File: config.mk
export PLATFORM = sky130hd
export DESIGN_NAME = turn_controller
export DESIGN_NICKNAME = d
export VERILOG_FILES = /design/src/rtl/turn_controller.sv
export SDC_FILE = /design/constraint.sdc
export NUM_CORES = 1
export LEC_CHECK = 0
export ABC_CLOCK_PERIOD_IN_PS = 4000
export CORE_AREA = 2 2 213 215
export DETAILED_ROUTE_END_ITERATION = 6
export DIE_AREA = 0 0 215 217
export GPL_ROUTABILITY_DRIVEN = 0
export PLACE_DENSITY_LB_ADDON = 0.12
export REMOVE_ABC_BUFFERS = 1
export SYNTH_ARGS = -nofsm -noshare
export SYNTH_HDL_FRONTEND = slang
export SYNTH_SLANG_ARGS = --single-unit
File: constraint.sdc
create_clock -name clk -period 4 [get_ports clk]
set_clock_uncertainty 0.15 [all_clocks]
set_input_delay 0.8 -clock clk [delete_from_list [all_inputs] [get_ports clk]]
set_output_delay 0.8 -clock clk [all_outputs]
set_load 0.005 [all_outputs]
File: src/rtl/turn_controller.sv
// turn_controller: turn sequencing for a two-player, 10x10 battleship game.
//
// Flow: IDLE waits for a legal shot from the active player, FIRE strobes the
// external hit detector for one cycle and records its answer, RESULT holds
// the hit/miss indication for RESULT_HOLD cycles, then play either passes to
// the other player or ends in GAMEOVER once a player reaches SHIP_CELLS hits.
//
// Ports
//   clk, reset          : clock, synchronous active-high reset
//   fire, selected_cell : one-cycle shot request and target cell (0..99)
//   p0_ships, p1_ships  : per-player ship maps, stable during play
//   det_hit             : detector answer, sampled during FIRE
//   det_shot            : one-cycle strobe to the detector (FIRE only)
//   det_is_ship         : opponent ship map presented to the detector (FIRE only)
//   det_cell            : latched target cell presented to the detector
//   active_player       : whose turn it is
//   hit_flag, miss_flag : outcome of the last shot, held through RESULT
//   invalid             : one-cycle pulse for a rejected shot
//   shots_p0, shots_p1  : cells each player has already fired at
//   hits_p0, hits_p1    : hit counts, saturating at 100
//   game_over, winner   : end-of-game indication, held until reset
module turn_controller #(
  parameter int SHIP_CELLS  = 17,
  parameter int RESULT_HOLD = 4
) (
  input  logic        clk,
  input  logic        reset,
  input  logic        fire,
  input  logic [6:0]  selected_cell,
  input  logic [99:0] p0_ships,
  input  logic [99:0] p1_ships,
  input  logic        det_hit,
  output logic        det_shot,
  output logic [99:0] det_is_ship,
  output logic [6:0]  det_cell,
  output logic        active_player,
  output logic        hit_flag,
  output logic        miss_flag,
  output logic        invalid,
  output logic [99:0] shots_p0,
  output logic [99:0] shots_p1,
  output logic [6:0]  hits_p0,
  output logic [6:0]  hits_p1,
  output logic        game_over,
  output logic        winner
);

  typedef enum logic [1:0] {S_IDLE, S_FIRE, S_RESULT, S_GAMEOVER} state_t;

  localparam int            CW        = (RESULT_HOLD > 1) ? $clog2(RESULT_HOLD) : 1;
  localparam logic [CW-1:0] HOLD_LAST = CW'(RESULT_HOLD - 1);
  localparam logic [6:0]    WIN_HITS  = 7'(SHIP_CELLS);
  localparam logic [6:0]    MAX_HITS  = 7'd100;

  state_t        r_state;
  logic [CW-1:0] r_cnt;
  logic          r_det_shot, r_player, r_hit_flag, r_miss_flag, r_invalid;
  logic          r_game_over, r_winner;
  logic [99:0]   r_det_is_ship, r_shots_p0, r_shots_p1;
  logic [6:0]    r_det_cell, r_hits_p0, r_hits_p1;

  logic       w_cell_ok, w_fired, w_accept;
  logic [6:0] w_cur_hits;

  // Out-of-range cells are rejected before the shot map is consulted, so the
  // map lookup result is irrelevant for them.
  assign w_cell_ok  = (selected_cell <= 7'd99);
  assign w_fired    = r_player ? r_shots_p1[selected_cell] : r_shots_p0[selected_cell];
  assign w_accept   = w_cell_ok && !w_fired;
  assign w_cur_hits = r_player ? r_hits_p1 : r_hits_p0;

  always_ff @(posedge clk) begin
    if (reset) begin
      r_state       <= S_IDLE;
      r_cnt         <= '0;
      r_det_shot    <= 1'b0;
      r_det_is_ship <= '0;
      r_det_cell    <= '0;
      r_player      <= 1'b0;
      r_hit_flag    <= 1'b0;
      r_miss_flag   <= 1'b0;
      r_invalid     <= 1'b0;
      r_shots_p0    <= '0;
      r_shots_p1    <= '0;
      r_hits_p0     <= '0;
      r_hits_p1     <= '0;
      r_game_over   <= 1'b0;
      r_winner      <= 1'b0;
    end else begin
      r_invalid <= 1'b0;
      case (r_state)
        S_IDLE: begin
          if (fire) begin
            if (w_accept) begin
              r_det_cell    <= selected_cell;
              r_det_shot    <= 1'b1;
              r_det_is_ship <= r_player ? p0_ships : p1_ships;
              r_state       <= S_FIRE;
            end else begin
              r_invalid <= 1'b1;
            end
          end
        end
        S_FIRE: begin
          // det_hit is the detector's combinational answer to this cycle's strobe.
          r_det_shot    <= 1'b0;
          r_det_is_ship <= '0;
          if (r_player) begin
            r_shots_p1[r_det_cell] <= 1'b1;
            if (det_hit && r_hits_p1 < MAX_HITS) r_hits_p1 <= r_hits_p1 + 7'd1;
          end else begin
            r_shots_p0[r_det_cell] <= 1'b1;
            if (det_hit && r_hits_p0 < MAX_HITS) r_hits_p0 <= r_hits_p0 + 7'd1;
          end
          r_hit_flag  <= det_hit;
          r_miss_flag <= !det_hit;
          r_cnt       <= '0;
          r_state     <= S_RESULT;
        end
        S_RESULT: begin
          if (r_cnt == HOLD_LAST) begin
            if (w_cur_hits == WIN_HITS) begin
              r_game_over <= 1'b1;
              r_winner    <= r_player;
              r_state     <= S_GAMEOVER;
            end else begin
              r_player    <= ~r_player;
              r_hit_flag  <= 1'b0;
              r_miss_flag <= 1'b0;
              r_state     <= S_IDLE;
            end
          end else begin
            r_cnt <= r_cnt + CW'(1);
          end
        end
        default: ; // GAMEOVER: everything held until reset
      endcase
    end
  end

  assign det_shot      = r_det_shot;
  assign det_is_ship   = r_det_is_ship;
  assign det_cell      = r_det_cell;
  assign active_player = r_player;
  assign hit_flag      = r_hit_flag;
  assign miss_flag     = r_miss_flag;
  assign invalid       = r_invalid;
  assign shots_p0      = r_shots_p0;
  assign shots_p1      = r_shots_p1;
  assign hits_p0       = r_hits_p0;
  assign hits_p1       = r_hits_p1;
  assign game_over     = r_game_over;
  assign winner        = r_winner;

endmodule

Word-level counts from Yosys, hierarchy flattened

Index checks and enable logic that the tools add are counted.

Register bits after elaboration: 332
Output and inout port bits: 328
Logic and storage cells: 88

Add/subtract/negate cells: 3
$lt $le $gt $ge: 6
Eq/ne operators: 9
Muxes and demuxes: 27
Bitwise operators: 6
Reductions and logical operators: 22

Operators with widths:

| cell                | count |
|---|---|
| $mux 100            | 3 |
| $or 100x100->100    | 2 |
| $pmux 100 s2        | 1 |
| $reduce_and 3->1    | 7 |
| $lt 7x8->1 const B  | 2 |
| $add 7x1->7 const B | 2 |
| $bmux 1 s7          | 2 |
| $lt 7x7->1 const B  | 2 |
| $mux 2              | 5 |
| $ne 2x2->1 const B  | 5 |
| $mux 1              | 9 |
| $demux 1 s7         | 1 |
| $eq 7x5->1 const B  | 1 |
| $ge 7x1->1 const B  | 1 |
| $le 7x7->1 const B  | 1 |
| $mux 7              | 1 |
| $pmux 1 s2          | 3 |
| $pmux 2 s3          | 1 |
| $reduce_and 2->1    | 3 |
| $eq 2x2->1 const B  | 2 |
| $logic_and 1x1->1   | 4 |
| $not 1->1           | 4 |
| $pmux 2 s2          | 1 |
| $reduce_and 4->1    | 1 |
| other kinds (7)     | 9 |

Logic depth before layout (Yosys ltp)

Gate-level depths: netlist of run 1.

Depth after elaboration: 8
Gate-level depth with buffers: 13

Worst setup path before layout of run 1

OpenSTA, ideal clock, no wires.

Path kind: input to register
From: in selected_cell[1]
To: reg r_det_shot (netlist: det_shot)
Library setup time: 0.123 ns
Arrival time: 2.812 ns
Data required time: 3.727 ns
Setup slack: 0.915 ns
Stages: 9
Cells stage by stage: buf_4 > buf_4 > nor3b_2 > a221oi_1 > a311o_2 > a221o_1 > nand3_2 > buf_6 > mux2_1

Cells in the longest elaborated chain, start to end: 7

Ends and longest elaborated chain:

| element                      | line | text |
|---|---|---|
| from (decl)                  | 29   | `input logic [6:0] selected_cell,` |
| $bmux 1 s7                   | 68   | `assign w_fired = r_player ? r_shots_p1[selected_cell] : r_shots_p0[selected_cell];` |
| $mux 1 (not written as such) | 68   |  |
| $mux 1                       | 68   |  |
| $logic_not 1->1              | 69   | `assign w_accept = w_cell_ok && !w_fired;` |
| $logic_and 1x1->1 *          | 69   |  |
| $ne 2x2->1 (no line) *       | -    |  |
| $reduce_and 3->1 (no line) * | -    |  |
| to (signal assigned)         | 76   | `r_det_shot <= 1'b0;` |
| to (signal assigned)         | 96   | `r_det_shot <= 1'b1;` |
| to (signal assigned)         | 106  | `r_det_shot <= 1'b0;` |
| to (decl)                    | 57   | `logic r_det_shot, r_player, r_hit_flag, r_miss_flag, r_invalid;` |

Every way passes the cells marked *; elsewhere a longest branch is shown, timed or not. The select of a mux whose other input is x is not followed.
A chain may end at the register's enable or synchronous reset.

Worst setup path in the final report of run 1

From: in selected_cell[1]
To: reg r_det_is_ship[14] (netlist: det_is_ship[14])

Cells in the longest elaborated chain, start to end: 7

Ends and longest elaborated chain:

| element                      | line | text |
|---|---|---|
| $bmux 1 s7                   | 68   |  |
| $mux 1 (not written as such) | 68   |  |
| $mux 1                       | 68   |  |
| $logic_not 1->1              | 69   |  |
| $logic_and 1x1->1 *          | 69   |  |
| $ne 2x2->1 (no line) *       | -    |  |
| $reduce_and 3->1 (no line) * | -    |  |
| to (signal assigned)         | 97   | `r_det_is_ship <= r_player ? p0_ships : p1_ships;` |
| to (decl)                    | 59   | `logic [99:0] r_det_is_ship, r_shots_p0, r_shots_p1;` |

Marked as above.

==> impl_metrics.toml, run 1 <==
[yosys]
synthFlopType = "dfxtp_1"
yosysSeqAreaShare_pct = 45.4
synth.avg_cell_area_um2 = 9.28
ys_ff_latch = 332
async_flop_share_pct = 0
synth_cells = 1577
synth.cell_area_um2 = 14600
synth_edf_count = 0
yosys.cell_types.count = 55
ys.warnings.count = 0

[routing]
vias_per_cell = 5.06
vias = 13700
drc = 0
drt_iter0_drc = 1048
post_drt_wl_per_cell_um = 22.0
ant_nets = 0
finalWirelength_um = 59500
dr.pass1.iters = 5

[worst_hold_path]
hold_end = "det_is_ship[58]"
min_path_type = "flop to flop"
holdPathStages = 2
hp-start = "det_is_ship[58]"

[setup_path]
arrival_ns = 3.51
r2r_slack_ns = 1.26
path_cells = "buf_2, buf_4, mux4_2, nand2_1, a22oi_1, o2111ai_1, a32o_1, nand3_4, buf_12, mux2i_1"
cp_max_fo = 41
reg2reg_from = "shots_p1[8]"
worst-path-stages = 10
path_delay_family = "buffers and inverters"
worstSetupPathType = "input port to flop"
cp.required_ns = 4.26
end_kind = "flop"
max_stage_delay_ns = 0.57
critical_path_buf_inv_count = 3
r2r_end = "det_is_ship[14]"
startpoint_type = "input port"
reg2regPathDepth = 8
cp_slowest_cell = "buf_2"

[clocking]
post_cts_resized = 0
clkTransAtPathRegs_ns = 0.06
insertion_delay_ns = 0.56
cts_max_path_buffers = 3
clk_root_buffer_cell = "clkbuf_16"
cts_htree_levels = 2
post_cts_buffers = 0
cts_buffers = 39
cts_num_sinks = 332
cts_tree = "done"
cts_hold_buf = 0

[global_route]
grt_busiest_layer = "met2"
grt_pass1_wl_um = 86900
antenna_found_initial = 9
grt_pass1_vias = 13300
met3_usage_pct = 7.37
use_met2_pct = 41.0
grt_max_degree = 229
grt_use_total_pct = 24.4
grt_overflow_total = 0
use_met1_pct = 28.9

[timing]
slew_headroom_pct = 10.7
worstMarginPinSlew_ns = 1.33
rsz0062_at_grt = "false"
timing_hold_violations_final = 0
finalSetupTns_ns = 0
setup_viol = 0
layout_setup_ws_ns = 0.758
timing.fmax_mhz = 308
drv_slew = 0
worst_hold_slack_ns = 0.306
post-route-period-util_pct = 81.1
min_period_ns = 3.24

[die]
ios = 539
die_w_um = 215
initial_core_util_pct = 32.7
die_h_um = 217
rows = 78
core-area_um2 = 44700
die_area_um2 = 46700

[placement]
hpwl_um = 42900
post-place-cells = 2636
io_buffers = 538
pre_cts_slack_ns = 0.230

[layout]
num-fill-cells = 4234
final_nets = 2295
post_layout_nonfiller_instances = 2708
final_cell_mix = "clkdlybuf4s50_1 (534), dfxtp_1 (331), nor2_1 (251)"
layout_commonest_cell = "clkdlybuf4s50_1"
area_growth_syn_to_layout_pct = 50.2
drive_gt1_share_pct = 13.5

[status]
status = "completed"

[power_and_ir_drop]
power_leakage_nw = 8.41
vdd_drop_max_v = 0.000282
powerDensity_nw_per_um2 = 385

[job]
maxCapViolCount = 0
layout make-up:
class	instances	area (um^2)	area share [%]
antenna	6	15.0	0.0683
clock buffer	56	1120	5.10
timing repair buffer	585	5860	26.7
multi-input combinational	1112	7420	33.8
inverter	7	26.3	0.120
tap	600	751	3.42
clock inverter	10	126	0.575
sequential	332	6650	30.3
through the flow:
step	area, um^2	power (mW)	util (%)
detailed placement	20700	5.03	46.3
floorplan	14000	4.21	-
global placement	20700	5.01	46.3
finish	22000	8.46	49.2
CTS	22000	8.56	49.1
global route	22000	8.78	49.2
state kept, by name (all words and copies together), names as in the netlist, 2 cells and up:
| signal | count |
|---|---|
| shots_p0 | 100 |
| hits_p0 | 7 |
| det_is_ship | 100 |
| hits_p1 | 7 |
| r_cnt | 2 |
| shots_p1 | 100 |
| r_state | 2 |
| det_cell | 7 |
worst max path at each step:
stage	from	endpoint	slack, ns
final	selected_cell[1]	det_is_ship[14]	0.76
after global routing	selected_cell[1]	det_is_ship[3]	0.63
after CTS	selected_cell[1]	det_is_ship[14]	0.81
after detailed placement	selected_cell[1]	det_is_ship[14]	0.23
after global placement	selected_cell[1]	det_is_ship[14]	0.26
after floorplan	active_player	det_shot	-2.69
Yosys cell counts, types with 2 or more instances:
cell type / number / area share, %
a21boi_0: 2 / 0.10
a21oi_1: 214 / 7.3
a221oi_1: 6 / 0.36
a221oi_2: 4 / 0.41
a22oi_1: 3 / 0.15
a31oi_1: 5 / 0.21
a32o_1: 2 / 0.14
a32oi_1: 5 / 0.30
and2_1: 3 / 0.13
and3_1: 2 / 0.086
buf_1: 3 / 0.077
buf_2: 6 / 0.21
buf_4: 9 / 0.46
buf_6: 13 / 1.0
clkbuf_1: 95 / 2.4
dfxtp_1: 332 / 45
ha_1: 7 / 0.60
inv_1: 6 / 0.15
mux2_1: 6 / 0.46
mux2_2: 111 / 8.5
mux2i_1: 114 / 7.8
mux4_2: 41 / 6.3
nand2_1: 233 / 6.0
nand2b_1: 8 / 0.34
nand3_1: 6 / 0.21
nand3b_1: 4 / 0.21
nand4_1: 14 / 0.60
nand4b_1: 3 / 0.18
nor2_1: 252 / 6.5
nor2b_1: 6 / 0.26
nor3_1: 12 / 0.41
nor4_1: 3 / 0.13
o21ai_0: 7 / 0.24
o311a_1: 2 / 0.14
o31ai_1: 9 / 0.46
or2_2: 2 / 0.086
xnor2_1: 2 / 0.12
xor2_1: 8 / 0.48
cell families (layout without fill, tap and decap cells):
kind of cell / Yosys count / count (layout) / synth area share (%)
AO/OA/AOI/OAI: 268 / 268 / 10.4
XOR/XNOR: 10 / 10 / 0.599
adder cells (fa/ha/maj): 7 / 7 / 0.599
buffers and inverters: 133 / 658 / 4.36
flip-flops: 332 / 332 / 45.4
multiplexers: 272 / 272 / 23.1
other: 0 / 6 / 0
AND/OR/NAND/NOR: 555 / 555 / 15.5
where the power goes:
group	switching, mW	leakage (nW)	total (mW)	internal (mW)
Clock	1.43	0.615	3.51	2.07
Combinational	0.702	5.11	1.42	0.713
Sequential	0.0920	2.69	3.54	3.45
per-layer routing:
layer / share of wire [%] / up-vias
met2: 48 / 568
met4: 3.4 / 4
li1: - / 6473
met3: 8.4 / 96
met1: 40 / 6563
met5: 0.044 / -
worst reg2reg max path: cells and delay by family (launching register included):
family	cells	cell delay, ns
mux	3	0.97
compound gates	3	0.71
flops	1	0.34
buf+inv	1	0.25
simple gates	1	0.16
(Power assumes the default switching activity.)
==> run 2, diff against run 1 <==
ABC_CLOCK_PERIOD_IN_PS = 2600   (was 4000)
CORE_AREA = 2 2 210 212   (was 2 2 213 215)
DIE_AREA = 0 0 212 214   (was 0 0 215 217)
clock period = 2.6 ns   (was 4 ns; I/O delays follow)
==> impl_metrics.toml, run 2 (same netlist as run 1, synthesis figures left out) <==
[status]
status = "finished, violations left"
violations = "setup timing"

[power_and_ir_drop]
net-switching-power_mw = 3.43
power_leakage_nw = 9.28
p_seq_share_pct = 40.9
vdd_drop_max_v = 0.000369
clockPowerShare_pct = 40.5
powerDensity_nw_per_um2 = 568
total_power_mw = 13.3
p_int_mw = 9.85
pwr-share-comb_pct = 18.6
netSwitchingFraction_pct = 25.8

[timing]
drv_slew = 0
worst_hold_slack_ns = 0.0872
finalSetupTns_ns = -4.98
worstMarginPinSlew_ns = 1.30
post-route-period-util_pct = 105
slew_headroom_pct = 13.1
timing.fmax_mhz = 367
min_period_ns = 2.72
timing_hold_violations_final = 0
layout_setup_ws_ns = -0.123
rsz0062_at_grt = "true"
setup_viol = 86

[clocking]
cts_max_path_buffers = 3
cts_num_sinks = 332
cts_hold_buf = 0
cts_buffers = 39
clk_root_buffer_cell = "clkbuf_16"
cts_htree_levels = 2
cts_tree = "done"
clkTransAtPathRegs_ns = 0.06
insertion_delay_ns = 0.56

[layout]
layout_commonest_cell = "clkdlybuf4s50_1"
final_cell_mix = "clkdlybuf4s50_1 (533), dfxtp_1 (330), nor2_1 (250)"
regArea_um2 = 6650
area_growth_syn_to_layout_pct = 59.8
final_util_pct = 54.5
multi_input_area_um2 = 7560
drive_gt1_share_pct = 19.5
final_nets = 2428
num-fill-cells = 3836

[setup_path]
critical_path_buf_inv_count = 2
startpoint_type = "flop"
cp_slowest_cell = "mux4_2"
end_kind = "flop"
crit_top_cell = "mux2_4"
cp.required_ns = 2.87
max_stage_delay_ns = 0.49
arrival_ns = 3.00
worstSetupPathType = "flop to flop"
path_delay_family = "multiplexers"
cp_max_fo = 5
path_cells = "mux4_2, mux2_4, a221oi_4, a311o_2, a221o_1, nand3_4, buf_4, buf_12, mux2_4"

[routing]
drt_iter0_drc = 897
vias_per_cell = 5.04
dr.pass1.iters = 6
drc = 0
ant_nets = 0
finalWirelength_um = 60800
post_drt_wl_per_cell_um = 21.5
vias = 14300

[die]
ios = 539
core-area_um2 = 42900
die_h_um = 214
rows = 76
die_area_um2 = 45400
die_w_um = 212
initial_core_util_pct = 34.1

[global_route]
grt_pass1_wl_um = 88700
grt_max_degree = 181
antenna_found_initial = 9
grt_use_total_pct = 25.7
grt_pass1_vias = 14200
grt_overflow_total = 0

[placement]
io_buffers = 538
hpwl_um = 44800
pre_cts_slack_ns = -0.876

[worst_hold_path]
min_path_type = "input port to flop"

[job]
maxCapViolCount = 0
## run 2: changes by cell type in the layout (fill, tap and decap cells not counted), sizes merged
cell / before / now
clkdlybuf4s50: 534 / 533
diode: 6 / 5
bufinv: 2 / 1
bufbuf: 0 / 1
clkbuf: 56 / 66
buf: 51 / 179
dlymetal6s2s: 0 / 1
## run 2: routing by layer
layer | GRT usage (%) | up-vias | part of all wire (%)
met5 | 0 | - | 0.028
met3 | 5.79 | 106 | 7.5
li1 | - | 6735 | -
met4 | 9.65 | 2 | 3.0
met1 | 30.8 | 6868 | 40
met2 | 44.6 | 559 | 50
## run 2: cell type report
type	count	share of cell area (%)
diodes	5	0.0535
clock buffers	62	5.06
clock inverters	9	0.364
inverters	7	0.112
multi-input cells	1112	32.3
flip-flops and latches	332	28.4
well taps	585	3.13
repair buffers	718	30.5
## run 2: repair_timing
item,CTS,global route
endpoints found under the setup margin,110,111
cloned,4,4
setup buffers,3,3
pin swaps,4,6
resized for setup,12,29
## run 2: worst paths after layout
kind	startpoint	end	slack, ns	cells after the start
worst min register to register	det_is_ship[34]	det_is_ship[34]	0.31	2
worst min-delay path	reset	hit_flag	0.09	2
worst max-delay path	shots_p1[13]	det_shot	-0.12	9
worst max register to register	shots_p1[13]	det_shot	-0.12	9
## run 2: through the flow
stage / cells / area (um^2)
detailed placement: 2741 / 21600
finish: 2830 / 23400
global route: 2830 / 23400
CTS: 2819 / 23100
floorplan: 1451 / 14000
global placement: 2741 / 21600
## run 2: power by group through the flow
stage	Clock [mW]	Combinational, mW	Sequential, mW
2_1_floorplan	0	0.932	5.55
3_3_place_gp	0	2.25	5.54
3_5_place_dp	0	2.27	5.55
4_1_cts	5.50	2.41	5.43
5_1_grt	5.73	2.63	5.46
6_report	5.38	2.47	5.44
==> run 3, diff against run 2 <==
TNS_END_PERCENT = 10   (was not set)
==> impl_metrics.toml, run 3 (same netlist as run 1, synthesis figures left out) <==
[clocking]
cts_tree = "done"
insertion_delay_ns = 0.57
cts_max_path_buffers = 3
cts_num_sinks = 332
clkTransAtPathRegs_ns = 0.06
clk_root_buffer_cell = "clkbuf_16"
cts_htree_levels = 2
cts_buffers = 39

[layout]
drive_gt1_share_pct = 19.0
final_util_pct = 54.2
final_nets = 2424
num-fill-cells = 3844
area_growth_syn_to_layout_pct = 58.9
final_cell_mix = "clkdlybuf4s50_1 (533), dfxtp_1 (330), nor2_1 (250)"
layout_commonest_cell = "clkdlybuf4s50_1"

[power_and_ir_drop]
net-switching-power_mw = 3.41
p_int_mw = 9.82
vdd_drop_max_v = 0.000369
power_leakage_nw = 9.24
p_seq_share_pct = 41.1
netSwitchingFraction_pct = 25.8
clockPowerShare_pct = 40.7
pwr-share-comb_pct = 18.2
powerDensity_nw_per_um2 = 569

[setup_path]
end_kind = "flop"
startpoint_type = "flop"
path_cells = "mux4_2, mux2_4, a221oi_4, a311o_2, a221o_1, nand3_4, buf_12, buf_16, mux2_1"
path_delay_family = "multiplexers"
cp_max_fo = 4
max_stage_delay_ns = 0.49
cp_slowest_cell = "mux4_2"
critical_path_buf_inv_count = 2
cp.required_ns = 2.87
arrival_ns = 3.00
worstSetupPathType = "flop to flop"

[status]
status = "finished, violations left"
violations = "setup timing"

[die]
die_w_um = 212
ios = 539
die_area_um2 = 45400
die_h_um = 214
initial_core_util_pct = 34.1
rows = 76
core-area_um2 = 42900

[worst_hold_path]
min_path_type = "input port to flop"

[routing]
route.met2.wl_um = 30200
vias = 14300
vias_per_cell = 5.06
met1_length_um = 24200
dr.pass1.iters = 5
top_layer = "met5"
post_drt_wl_per_cell_um = 21.4
drt_iter0_drc = 851
drc = 0
ant_nets = 0
dr_wl_met3_um = 4320
finalWirelength_um = 60500

[timing]
post-route-period-util_pct = 105
slew_headroom_pct = 14.6
rsz0062_at_grt = "true"
finalSetupTns_ns = -5.80
timing_hold_violations_final = 0
worstMarginPinSlew_ns = 1.27
timing.fmax_mhz = 366
layout_setup_ws_ns = -0.132
drv_slew = 0
setup_viol = 101
min_period_ns = 2.73

[global_route]
grt_overflow_total = 0
grt_max_degree = 181
grt_pass1_vias = 14200
grt_use_total_pct = 25.7
antenna_found_initial = 9
grt_pass1_wl_um = 88700

[placement]
io_buffers = 538
pre_cts_slack_ns = -0.876
hpwl_um = 44800

[job]
maxCapViolCount = 0
[run 3: power by group through the flow]
stage | Sequential [mW] | Combinational (mW) | Clock (mW)
finish | 5.44 | 2.41 | 5.38
global placement | 5.54 | 2.25 | 0
floorplan | 5.55 | 0.932 | 0
detailed placement | 5.55 | 2.27 | 0
global route | 5.46 | 2.57 | 5.73
CTS | 5.43 | 2.41 | 5.50
[run 3: worst reg2reg max path, cell delays in order (launching register included)]
cell and delay [ns]:
dfxtp_2 0.32, mux4_2 0.49, mux2_4 0.31, a221oi_4 0.28, a311o_2 0.17, a221o_1 0.21, nand3_4 0.11, buf_12 0.14
buf_16 0.13, mux2_1 0.30
[run 3: final timing paths]
path | startpoint | endpoint | slack, ns | depth (start not counted)
worst max register to register | shots_p1[13] | det_shot | -0.13 | 9
worst min-delay path | reset | hit_flag | 0.09 | 2
worst max-delay path | shots_p1[13] | det_shot | -0.13 | 9
worst min register to register | det_is_ship[34] | det_is_ship[34] | 0.31 | 2
[run 3: final cells by class]
class | instances | area, um^2 | area share [%]
Multi-Input combinational cell | 1112 | 7510 | 32.3
Timing Repair Buffer | 714 | 7040 | 30.3
Sequential cell | 332 | 6650 | 28.6
Clock buffer | 62 | 1180 | 5.09
Tap cell | 585 | 732 | 3.15
Clock inverter | 9 | 85.1 | 0.366
Inverter | 7 | 26.3 | 0.113
Antenna cell | 5 | 12.5 | 0.0538
[run 3: metrics by stage]
step                      hold slack, ns  area (um^2)  cells  power, mW
after floorplan                    0.304        14000   1451       6.48
after global placement             0.293        21600   2741       7.79
after detailed placement           0.301        21600   2741       7.82
after CTS                         0.0595        23100   2819       13.3
after global routing              0.0778        23200   2826       13.8
final                             0.0861        23200   2826       13.2
[run 3: routing by layer]
layer | vias to the layer above | GRT usage, %
met3 | 102 | 5.79
met2 | 545 | 44.6
li1 | 6716 | -
met1 | 6926 | 30.7
met4 | 2 | 9.62
met5 | - | 0
[run 3: repair_timing]
action | 4_1_cts | 5_1_grt
pin swaps | 4 | 7
setup buffers | 3 | 1
hold buffers | 0 | 0
gates resized for setup | 12 | 18
gates cloned | 4 | 1
setup endpoints to repair | 110 | 111
